File: src/rtl/e203_oitf_pkg.sv
// Shared types and helpers for the outstanding instruction track FIFO.
// Entry payload layout and the wrapping pointer increment live here.
package e203_oitf_pkg;

    localparam int E203_RFIDX_WIDTH = 5;
    localparam int E203_PC_WIDTH    = 32;
    // Widest itag for the largest supported depth (16 entries).
    localparam int PTR_MAX_W        = 4;

    typedef struct packed {
        logic [E203_RFIDX_WIDTH-1:0] rdidx;
        logic                        rdwen;
        logic                        rdfpu;
        logic [E203_PC_WIDTH-1:0]    pc;
    } oitf_entry_t;

    typedef struct packed {
        logic                 flag;
        logic [PTR_MAX_W-1:0] ptr;
    } oitf_ptr_t;

    // Advance a circular pointer; the flag toggles on every wrap so that
    // equal pointers can be told apart as empty (flags equal) or full.
    function automatic oitf_ptr_t ptr_inc(input logic [PTR_MAX_W-1:0] ptr,
                                          input logic                 flag,
                                          input int unsigned          depth);
        oitf_ptr_t res;
        if (32'(ptr) == depth - 32'd1) begin
            res.ptr  = '0;
            res.flag = ~flag;
        end else begin
            res.ptr  = ptr + PTR_MAX_W'(1);
            res.flag = flag;
        end
        return res;
    endfunction

endpackage

File: src/rtl/e203_oitf_match.sv
// Compares one dispatch operand against every outstanding destination
// register and raises a hazard flag on any hit.
module e203_oitf_match #(
    parameter int DEPTH   = 2,
    parameter int RFIDX_W = 5
) (
    input  logic [DEPTH-1:0]              vld,
    input  logic [DEPTH-1:0]              rdwen,
    input  logic [DEPTH-1:0]              rdfpu,
    input  logic [DEPTH-1:0][RFIDX_W-1:0] rdidx,
    input  logic [RFIDX_W-1:0]            idx,
    input  logic                          en,
    input  logic                          fpu,
    output logic                          match
);

    logic [DEPTH-1:0] hit;

    generate
        for (genvar gi = 0; gi < DEPTH; gi++) begin : g_hit
            assign hit[gi] = vld[gi] & rdwen[gi] & (rdfpu[gi] == fpu) & (rdidx[gi] == idx);
        end
    endgenerate

    assign match = en & (|hit);

endmodule

File: src/rtl/e203_exu_oitf_trk.sv
// Outstanding instruction track FIFO: allocates itags at dispatch, exposes
// the oldest entry to write-back and flags RAW/WAW hazards for dispatch.
module e203_exu_oitf_trk
    import e203_oitf_pkg::*;
#(
    parameter int DEPTH   = 2,
    parameter int ITAG_W  = $clog2(DEPTH),
    parameter int RFIDX_W = 5,
    parameter int PC_W    = 32
) (
    input  logic               clk,
    input  logic               rst,

    input  logic               dis_ena,
    output logic               dis_ready,
    output logic [ITAG_W-1:0]  dis_ptr,
    input  logic [RFIDX_W-1:0] dis_rdidx,
    input  logic               dis_rdwen,
    input  logic               dis_rdfpu,
    input  logic [PC_W-1:0]    dis_pc,

    input  logic               ret_ena,
    output logic [ITAG_W-1:0]  ret_ptr,
    output logic [RFIDX_W-1:0] ret_rdidx,
    output logic               ret_rdwen,
    output logic               ret_rdfpu,
    output logic [PC_W-1:0]    ret_pc,

    output logic               oitf_empty,
    output logic               oitf_full,

    input  logic [RFIDX_W-1:0] disp_rs1idx,
    input  logic [RFIDX_W-1:0] disp_rs2idx,
    input  logic [RFIDX_W-1:0] disp_rs3idx,
    input  logic [RFIDX_W-1:0] disp_rdidx,
    input  logic               disp_rs1en,
    input  logic               disp_rs2en,
    input  logic               disp_rs3en,
    input  logic               disp_rdwen,
    input  logic               disp_rs1fpu,
    input  logic               disp_rs2fpu,
    input  logic               disp_rs3fpu,
    input  logic               disp_rdfpu,
    output logic               oitfrd_match_disprs1,
    output logic               oitfrd_match_disprs2,
    output logic               oitfrd_match_disprs3,
    output logic               oitfrd_match_disprd
);

    logic [ITAG_W-1:0] alc_ptr_reg;
    logic [ITAG_W-1:0] ret_ptr_reg;
    logic              alc_flag_reg;
    logic              ret_flag_reg;
    logic [DEPTH-1:0]  vld_reg;
    logic [DEPTH-1:0]  vld_next;
    oitf_entry_t       entry_reg [DEPTH];

    oitf_ptr_t   alc_inc;
    oitf_ptr_t   ret_inc;
    oitf_entry_t new_entry;
    oitf_entry_t ret_entry;
    logic        ptr_eq;
    logic        dis_acc;
    logic        ret_acc;

    assign alc_inc = ptr_inc(PTR_MAX_W'(alc_ptr_reg), alc_flag_reg, DEPTH);
    assign ret_inc = ptr_inc(PTR_MAX_W'(ret_ptr_reg), ret_flag_reg, DEPTH);

    assign ptr_eq     = (alc_ptr_reg == ret_ptr_reg);
    assign oitf_empty = ptr_eq & (alc_flag_reg == ret_flag_reg);
    assign oitf_full  = ptr_eq & (alc_flag_reg != ret_flag_reg);
    assign dis_ready  = ~oitf_full;

    // Acceptance uses only registered full/empty, so a retire while empty
    // can never pop the entry being written in the same cycle.
    assign dis_acc = dis_ena & ~oitf_full;
    assign ret_acc = ret_ena & ~oitf_empty;

    assign new_entry.rdidx = E203_RFIDX_WIDTH'(dis_rdidx);
    assign new_entry.rdwen = dis_rdwen;
    assign new_entry.rdfpu = dis_rdfpu;
    assign new_entry.pc    = E203_PC_WIDTH'(dis_pc);

    always_comb begin
        vld_next = vld_reg;
        if (dis_acc) begin
            vld_next[alc_ptr_reg] = 1'b1;
        end
        if (ret_acc) begin
            vld_next[ret_ptr_reg] = 1'b0;
        end
    end

    always_ff @(posedge clk) begin
        if (rst) begin
            alc_ptr_reg  <= '0;
            ret_ptr_reg  <= '0;
            alc_flag_reg <= 1'b0;
            ret_flag_reg <= 1'b0;
            vld_reg      <= '0;
            for (int i = 0; i < DEPTH; i++) begin
                entry_reg[i] <= '0;
            end
        end else begin
            vld_reg <= vld_next;
            if (dis_acc) begin
                entry_reg[alc_ptr_reg] <= new_entry;
                alc_ptr_reg            <= ITAG_W'(alc_inc.ptr);
                alc_flag_reg           <= alc_inc.flag;
            end
            if (ret_acc) begin
                ret_ptr_reg  <= ITAG_W'(ret_inc.ptr);
                ret_flag_reg <= ret_inc.flag;
            end
        end
    end

    assign dis_ptr   = alc_ptr_reg;
    assign ret_ptr   = ret_ptr_reg;
    assign ret_entry = entry_reg[ret_ptr_reg];
    assign ret_rdidx = RFIDX_W'(ret_entry.rdidx);
    assign ret_rdwen = ret_entry.rdwen;
    assign ret_rdfpu = ret_entry.rdfpu;
    assign ret_pc    = PC_W'(ret_entry.pc);

    // Flattened entry view shared by the four operand comparators.
    logic [DEPTH-1:0]              ent_rdwen;
    logic [DEPTH-1:0]              ent_rdfpu;
    logic [DEPTH-1:0][RFIDX_W-1:0] ent_rdidx;

    generate
        for (genvar gi = 0; gi < DEPTH; gi++) begin : g_ent
            assign ent_rdwen[gi] = entry_reg[gi].rdwen;
            assign ent_rdfpu[gi] = entry_reg[gi].rdfpu;
            assign ent_rdidx[gi] = RFIDX_W'(entry_reg[gi].rdidx);
        end
    endgenerate

    logic [3:0][RFIDX_W-1:0] op_idx;
    logic [3:0]              op_en;
    logic [3:0]              op_fpu;
    logic [3:0]              op_match;

    assign op_idx = {disp_rdidx, disp_rs3idx, disp_rs2idx, disp_rs1idx};
    assign op_en  = {disp_rdwen, disp_rs3en,  disp_rs2en,  disp_rs1en};
    assign op_fpu = {disp_rdfpu, disp_rs3fpu, disp_rs2fpu, disp_rs1fpu};

    generate
        for (genvar gi = 0; gi < 4; gi++) begin : g_match
            e203_oitf_match #(
                .DEPTH   (DEPTH),
                .RFIDX_W (RFIDX_W)
            ) u_match (
                .vld   (vld_reg),
                .rdwen (ent_rdwen),
                .rdfpu (ent_rdfpu),
                .rdidx (ent_rdidx),
                .idx   (op_idx[gi]),
                .en    (op_en[gi]),
                .fpu   (op_fpu[gi]),
                .match (op_match[gi])
            );
        end
    endgenerate

    assign oitfrd_match_disprs1 = op_match[0];
    assign oitfrd_match_disprs2 = op_match[1];
    assign oitfrd_match_disprs3 = op_match[2];
    assign oitfrd_match_disprd  = op_match[3];

endmodule

File: config.mk
export PLATFORM = sky130hd
export DESIGN_NAME = e203_exu_oitf_trk
export DESIGN_NICKNAME = d
export VERILOG_FILES = /design/src/rtl/e203_oitf_pkg.sv /design/src/rtl/e203_oitf_match.sv /design/src/rtl/e203_exu_oitf_trk.sv
export SDC_FILE = /design/constraint.sdc
export NUM_CORES = 1
export LEC_CHECK = 0
export CAP_MARGIN = 20
export CELL_PAD_IN_SITES_DETAIL_PLACEMENT = 1
export CELL_PAD_IN_SITES_GLOBAL_PLACEMENT = 1
export CORE_ASPECT_RATIO = 1.5
export CORE_MARGIN = 2
export CORE_UTILIZATION = 41
export CTS_CLUSTER_SIZE = 20
export DETAILED_ROUTE_END_ITERATION = 16
export GPL_TIMING_DRIVEN = 0
export PLACE_DENSITY = 0.95
export SETUP_SLACK_MARGIN = 0.1
export SLEW_MARGIN = 30
export SYNTH_ARGS = -nofsm -noshare
export SYNTH_HDL_FRONTEND = slang
export SYNTH_SLANG_ARGS = --single-unit
File: constraint.sdc
create_clock -name clk -period 3.6 [get_ports clk]
set_clock_uncertainty 0.1 [all_clocks]
set_input_delay 0.72 -clock clk [delete_from_list [all_inputs] [get_ports clk]]
set_output_delay 0.72 -clock clk [all_outputs]
set_load 0.03 [all_outputs]
==> out/metrics.csv, run 1 <==
metric,value,unit
first-pass iteration count of the detailed router,4,
CP required,2.78,ns
"FF+latch count, synth",85,
Mapped Nets,401,
crit path from,disp_rs1idx[2],
Power Total,3320,uW
sw power,978,uW
layout cells sized above 1,0.166,
sequential element share of the synthesized area,0.576,
min Tclk post-route,3.36,ns
Top-Level Pins,119,
Initial Utilization,0.423,
Internal,2350,uW
global-route wire length before repair,16800,um
Layout Cells excl Fill,604,
most common cell in the synthesized netlist,edfxtp_1,
sequential power share,0.373,
Row Count,45,
number of post-CTS setup repair buffers,0,
Max Cap Violations,0,
peak supply drop,344,uV
routability cong.,0.869,
GRT Total Usage,0.197,
Die Area,11400,um^2
Die Y-Extent,130,um
vias,2949,
Cell Pwr Density,551,nW/um^2
die width,87.7,um
clock buffer depth,2,
max reg flops,78,
CTS resizes,7,
Detailed Route WL,10900,um
"top cells by count, synth","edfxtp_1 (78), and2_1 (68), mux2_2 (39)",
initial antenna violation count,0,
Clk pwr share,0.315,
Reg2Reg Depth,6,
max frequency,297,MHz
Syn Area/Cell,13.1,um^2
HP Class,flop to flop,
gr ovfl total,0,
Area Growth Syn to Fin,39.9,%
Core Box Area,10200,um^2
post-place setup slack,-0.204,ns
adder-cell share of the synthesized area,0.00290,
WS Path Type,primary input to primary output,
switching part of the total,0.294,
setup TNS,0,ns
Pleak,0.00226,uW
Synth Area in Simple Gates,0.164,
cell area after synthesis,4310,um^2
# nets final,530,
ys async rst share,0,
cells taking the most area after synthesis,"edfxtp_1 (54%), mux2_2 (10%), and2_1 (9.9%)",
outcome,"complete, no violations",
Yosys top cell area share,0.543,
mux cell area share after synthesis,0.102,
# diodes,0,
Vias per Instance,4.88,
Yosys cell types,31,
fin util,0.592,
Synth Instances,329,
Reg2Reg Launch Point,ret_flag_reg,
Post-Synth XOR/XNOR Area,0.110,
Crit path arrival time,2.54,ns
period utilization,0.934,
Worst-path clk slew,0.06,ns
pins over their slew limit,0,
main combinational cell family by area after synthesis,simple AND/OR/NAND/NOR gates,
Worst Path Max Fanout,2,
final hold viol count,0,
Final setup viols,0,
unrepaired setup endpoints after global routing,false,
Reg2Reg Setup Slack,1.63,ns
largest net degree at the start of global routing,40,
slack of the critical path,0.237,ns
Iter 0 DRT Violations,89,
IO buf count,118,
vias in the first global route,3387,
Routed Antenna Nets,0,
Cells after DPL,588,
cts bufs inserted,9,
leading area contributor after synthesis,edfxtp_1,
Crit Reg-Reg Endpoint,entry_reg[0][38],
Worst path max stage delay,0.46,ns
H-tree Lvls,3,
clk sinks,85,
Post-synth EDFFs,78,
root buf cell,clkbuf_16,
"Primary FF master, synth",edfxtp_1,
cts hold-fix bufs,0,
DPL Wire Length,8030,um
clock latency at the later pin of the worst-skew pair,0.33,ns
Worst setup EP type,primary output,
worst slew pin tran,0.620,ns
CP cell instances,clkdlybuf4s50_1 -> xor2_1 -> nor4_1 -> nand4_1 -> a21boi_0 -> dlygate4sd2_1,
Rel. slew slack,0.587,
critical path launch point type,primary input,
detailed-route DRC error count,0,
CP max-delay cell,clkdlybuf4s50_1,
TritonCTS clock tree,built,
combinational group share of total power,0.312,
Synth warnings,0,
Worst Setup EP,oitfrd_match_disprs1,
Synth Area in Compound Gates,0.0162,
WL/cell,18.0,um
==> layer usage <==
layer,global-route usage,vias up,share of wire
met5,0,-,0
met1,0.210,1438,0.37
met3,0.0331,15,0.049
li1,-,1398,-
met2,0.370,98,0.56
met4,0.0914,0,0.023
==> worst min path at each step <==
stage	startpoint	end	slack (ns)	depth (start not counted)
2_1_floorplan	vld_reg[0]	vld_reg[0]	0.38	2
3_3_place_gp	vld_reg[0]	vld_reg[0]	0.40	2
3_5_place_dp	vld_reg[0]	vld_reg[0]	0.42	2
4_1_cts	vld_reg[0]	vld_reg[0]	0.43	2
5_1_grt	vld_reg[1]	vld_reg[1]	0.48	2
6_report	vld_reg[0]	vld_reg[0]	0.43	2
==> kinds of logic after synthesis <==
logic type                 Yosys count
AOI/OAI and AO/OA                   10
xor gates and xnor gates            54
muxes                               39
adders and majority gates            1
buffers and inverters               27
DFF                                 85
and+or+nand+nor                    113
==> metrics by stage <==
| stage | instance area, um^2 | hold slack [ns] |
|---|---|---|
| after floorplan | 4310 | 0.377 |
| after global placement | 5670 | 0.399 |
| after detailed placement | 5680 | 0.420 |
| after CTS | 6030 | 0.434 |
| after global routing | 6040 | 0.479 |
| final | 6040 | 0.432 |
==> critical path, delay by kind of cell <==
kind	cells	cell delay, ns
AOI/OAI and AO/OA	1	0.19
xor gates and xnor gates	1	0.17
buffers and inverters	2	0.88
and+or+nand+nor	2	0.58
==> cell type report <==
cell class,count,area [um^2]
fill,1010,4160
inverter,2,7.51
tap,141,176
buffer,25,120
clock inverter,7,114
sequential,85,2480
timing repair buffer,118,1180
multi-input combinational,217,1730
clock buffer,9,225
==> cell usage in the layout (no fill, tap or decap), types with 3 or more instances in the layout <==
cell             instances
bufinv_16                3
nor2_1                   8
clkbuf_16                9
nand4_1                  8
nor2b_1                  3
xnor2_1                 27
mux2_2                  39
dfxtp_1                  7
edfxtp_1                78
nor4_1                   6
dlygate4sd2_1            4
and2_1                  68
clkbuf_1                16
a21boi_0                 4
nand2_1                  4
xor2_1                  27
clkdlybuf4s50_1        114
buf_1                    3
and2_4                  10
==> power groups by stage <==
stage          combinational [uW]  clock [uW]  sequential (uW)
2_1_floorplan                 619           0             1250
3_3_place_gp                 1020           0             1250
3_5_place_dp                 1040           0             1260
4_1_cts                      1050        1060             1240
5_1_grt                      1100        1100             1250
6_report                     1040        1050             1240
No activity file was read; power rests on OpenSTA's default activity.
==> run 2: changes to the inputs <==
--- a/config.mk
+++ b/config.mk
@@ -10,11 +10,11 @@
 export CELL_PAD_IN_SITES_GLOBAL_PLACEMENT = 1
 export CORE_ASPECT_RATIO = 1.5
 export CORE_MARGIN = 2
-export CORE_UTILIZATION = 41
+export CORE_UTILIZATION = 38
 export CTS_CLUSTER_SIZE = 20
 export DETAILED_ROUTE_END_ITERATION = 16
 export GPL_TIMING_DRIVEN = 0
-export PLACE_DENSITY = 0.95
+export PLACE_DENSITY = 0.9
 export SETUP_SLACK_MARGIN = 0.1
 export SLEW_MARGIN = 30
 export SYNTH_ARGS = -nofsm -noshare
==> constraint.sdc (replaced) <==
create_clock -name clk -period 3.8 [get_ports clk]
set_clock_uncertainty 0.1 [all_clocks]
set_input_delay 0.76 -clock clk [delete_from_list [all_inputs] [get_ports clk]]
set_output_delay 0.76 -clock clk [all_outputs]
set_load 0.03 [all_outputs]
==> out/metrics.csv, run 2 (synthesized netlist as in run 1, its figures left out) <==
metric,value,unit,change
pins over their slew limit,0,,unchanged
Vias per Instance,4.77,,-2.3%
Worst setup EP type,primary output,,
Pleak,0.00228,uW,+0.94%
dpl cell area,5690,um^2,+0.18%
Die Y-Extent,134,um,+3.8%
vias in the first global route,3252,,-4.0%
Cell Pwr Density,517,nW/um^2,-6.0%
Worst path max stage delay,0.69,ns,+0.23 ns
"commonest cells after routing, fill and taps aside","clkdlybuf4s50_1 (115), edfxtp_1 (78), and2_1 (68)",,
Worst Path Max Fanout,2,,unchanged
layout cells sized above 1,0.164,,-0.00216
global-route wire length before repair,16900,um,+0.41%
Top-Level Pins,119,,unchanged
critical path launch point type,primary input,,
Area Growth Syn to Fin,40.2,%,
TritonCTS clock tree,built,,
# diodes,0,,unchanged
Worst-path clk slew,0.06,ns,about the same
detailed-route DRC error count,0,,unchanged
GRT Total Usage,0.179,,-0.0183
initial antenna violation count,0,,unchanged
DPL Wire Length,8050,um,+0.27%
root buf cell,clkbuf_16,,
Reg2Reg Depth,6,,unchanged
max frequency,276,MHz,
die width,91.0,um,+3.7%
Row Count,47,,+4.4%
Bufs and invs on worst path,2,,unchanged
CP cell instances,clkdlybuf4s50_1 -> xor2_1 -> nor4_1 -> nand4_1 -> a21boi_0 -> clkdlybuf4s50_1,,
gr ovfl total,0,,unchanged
CP max-delay cell,clkdlybuf4s50_1,,
number of post-CTS setup repair buffers,0,,unchanged
"commonest non-fill, non-tap cell in the layout",clkdlybuf4s50_1,,
crit-path most repeated cell,clkdlybuf4s50_1,,
HP Class,flop to flop,,
first-pass iteration count of the detailed router,4,,unchanged
routability cong.,0.849,,-2.3%
cts bufs inserted,9,,unchanged
unrepaired setup endpoints after global routing,false,,
outcome,"complete, no violations",,
peak supply drop,261,uV,-24%
Stages on worst setup path,6,,unchanged
Iter 0 DRT Violations,119,,+34%
Final setup viols,0,,unchanged
clk sinks,85,,unchanged
fin area,6050,um^2,+0.19%
clock buffer depth,2,,unchanged
period utilization,0.954,,
cell family with most CP delay,buffers and inverters,,
Hold Crit Depth,2,,unchanged
clock latency at the later pin of the worst-skew pair,0.33,ns,about the same
Initial Utilization,0.390,,-0.0331
WL/cell,17.8,um,-1.1%
max reg flops,78,,unchanged
Core Box Area,11100,um^2,+8.5%
Reg2Reg Setup Slack,1.88,ns,+0.25 ns
IO buf count,118,,unchanged
largest net degree at the start of global routing,40,,unchanged
Die Area,12200,um^2,+7.6%
fin util,0.547,,-0.0453
H-tree Lvls,3,,unchanged
Crit path arrival time,2.76,ns,+0.22 ns
# nets final,530,,unchanged
CP required,2.94,ns,+0.16 ns
Rel. slew slack,0.587,,about the same
Max Cap Violations,0,,unchanged
Routed Antenna Nets,0,,unchanged
WS Path Type,primary input to primary output,,
vias,2911,,-1.3%
min Tclk post-route,3.62,ns,
final hold viol count,0,,unchanged
Detailed Route WL,10900,um,about the same
worst slew pin tran,0.620,ns,-0.000528 ns
[run 2: cell count changes in the layout (fill, tap and decap cells not counted), sizes merged]
cell           delta
clkbuf            +1
clkinvlp          -2
clkinv            +1
dlymetal6s2s      +2
clkdlybuf4s50     +1
dlygate4sd2       -3
[run 2: power by group]
part | switching, uW | total [uW] | internal, uW
clock network | 334 | 969 | 636
registers | 40.8 | 1170 | 1130
logic | 535 | 985 | 450
total | 909 | 3130 | 2220
[run 2: worst reg2reg max path: stages (launching register included)]
cell      delay (ns)
dfxtp_1         0.35
xnor2_1         0.30
o21ai_2         0.16
nor2_1          0.27
clkbuf_2        0.26
buf_4           0.20
and2_1          0.14
[run 2: layout make-up]
class                           instances  area, um^2
Timing Repair Buffer                  118        1180
Clock buffer                           10         229
Sequential cell                        85        2480
Multi-Input combinational cell        217        1740
Clock inverter                          6         101
Tap cell                              147         184
Buffer                                 25         120
Fill cell                            1164        5010
Inverter                                2        7.51
[run 2: what timing repair did]
action                     4_1_cts  5_1_grt
hold buffers                     0        0
resized for setup                5        2
setup endpoints to repair        2        2
hold endpoints to repair         0        0
[run 2: final timing paths]
| kind | startpoint | end |
|---|---|---|
| max | disp_rs1idx[2] | oitfrd_match_disprs1 |
| min | vld_reg[1] | vld_reg[1] |
| max reg2reg | ret_flag_reg | entry_reg[0][38] |
| min reg2reg | vld_reg[1] | vld_reg[1] |
[run 2: metal layers]
layer / vias up / GRT usage / part of all wire
met2: 95 / 0.345 / 0.55
met3: 15 / 0.0329 / 0.042
met4: 0 / 0.0682 / 0.027
met5: - / 0 / 0
li1: 1387 / - / -
met1: 1414 / 0.191 / 0.38
[run 2: metrics by stage]
stage	power, uW	cells	TNS [ns]	setup slack (ns)	hold WS (ns)
floorplan	1770	329	0	0.954	0.377
global placement	2150	594	-0.0471	-0.0471	0.400
detailed placement	2180	594	-0.110	-0.109	0.407
CTS	3160	610	0	0.121	0.417
global route	3240	610	0	0.100	0.451
finish	3130	610	0	0.175	0.418
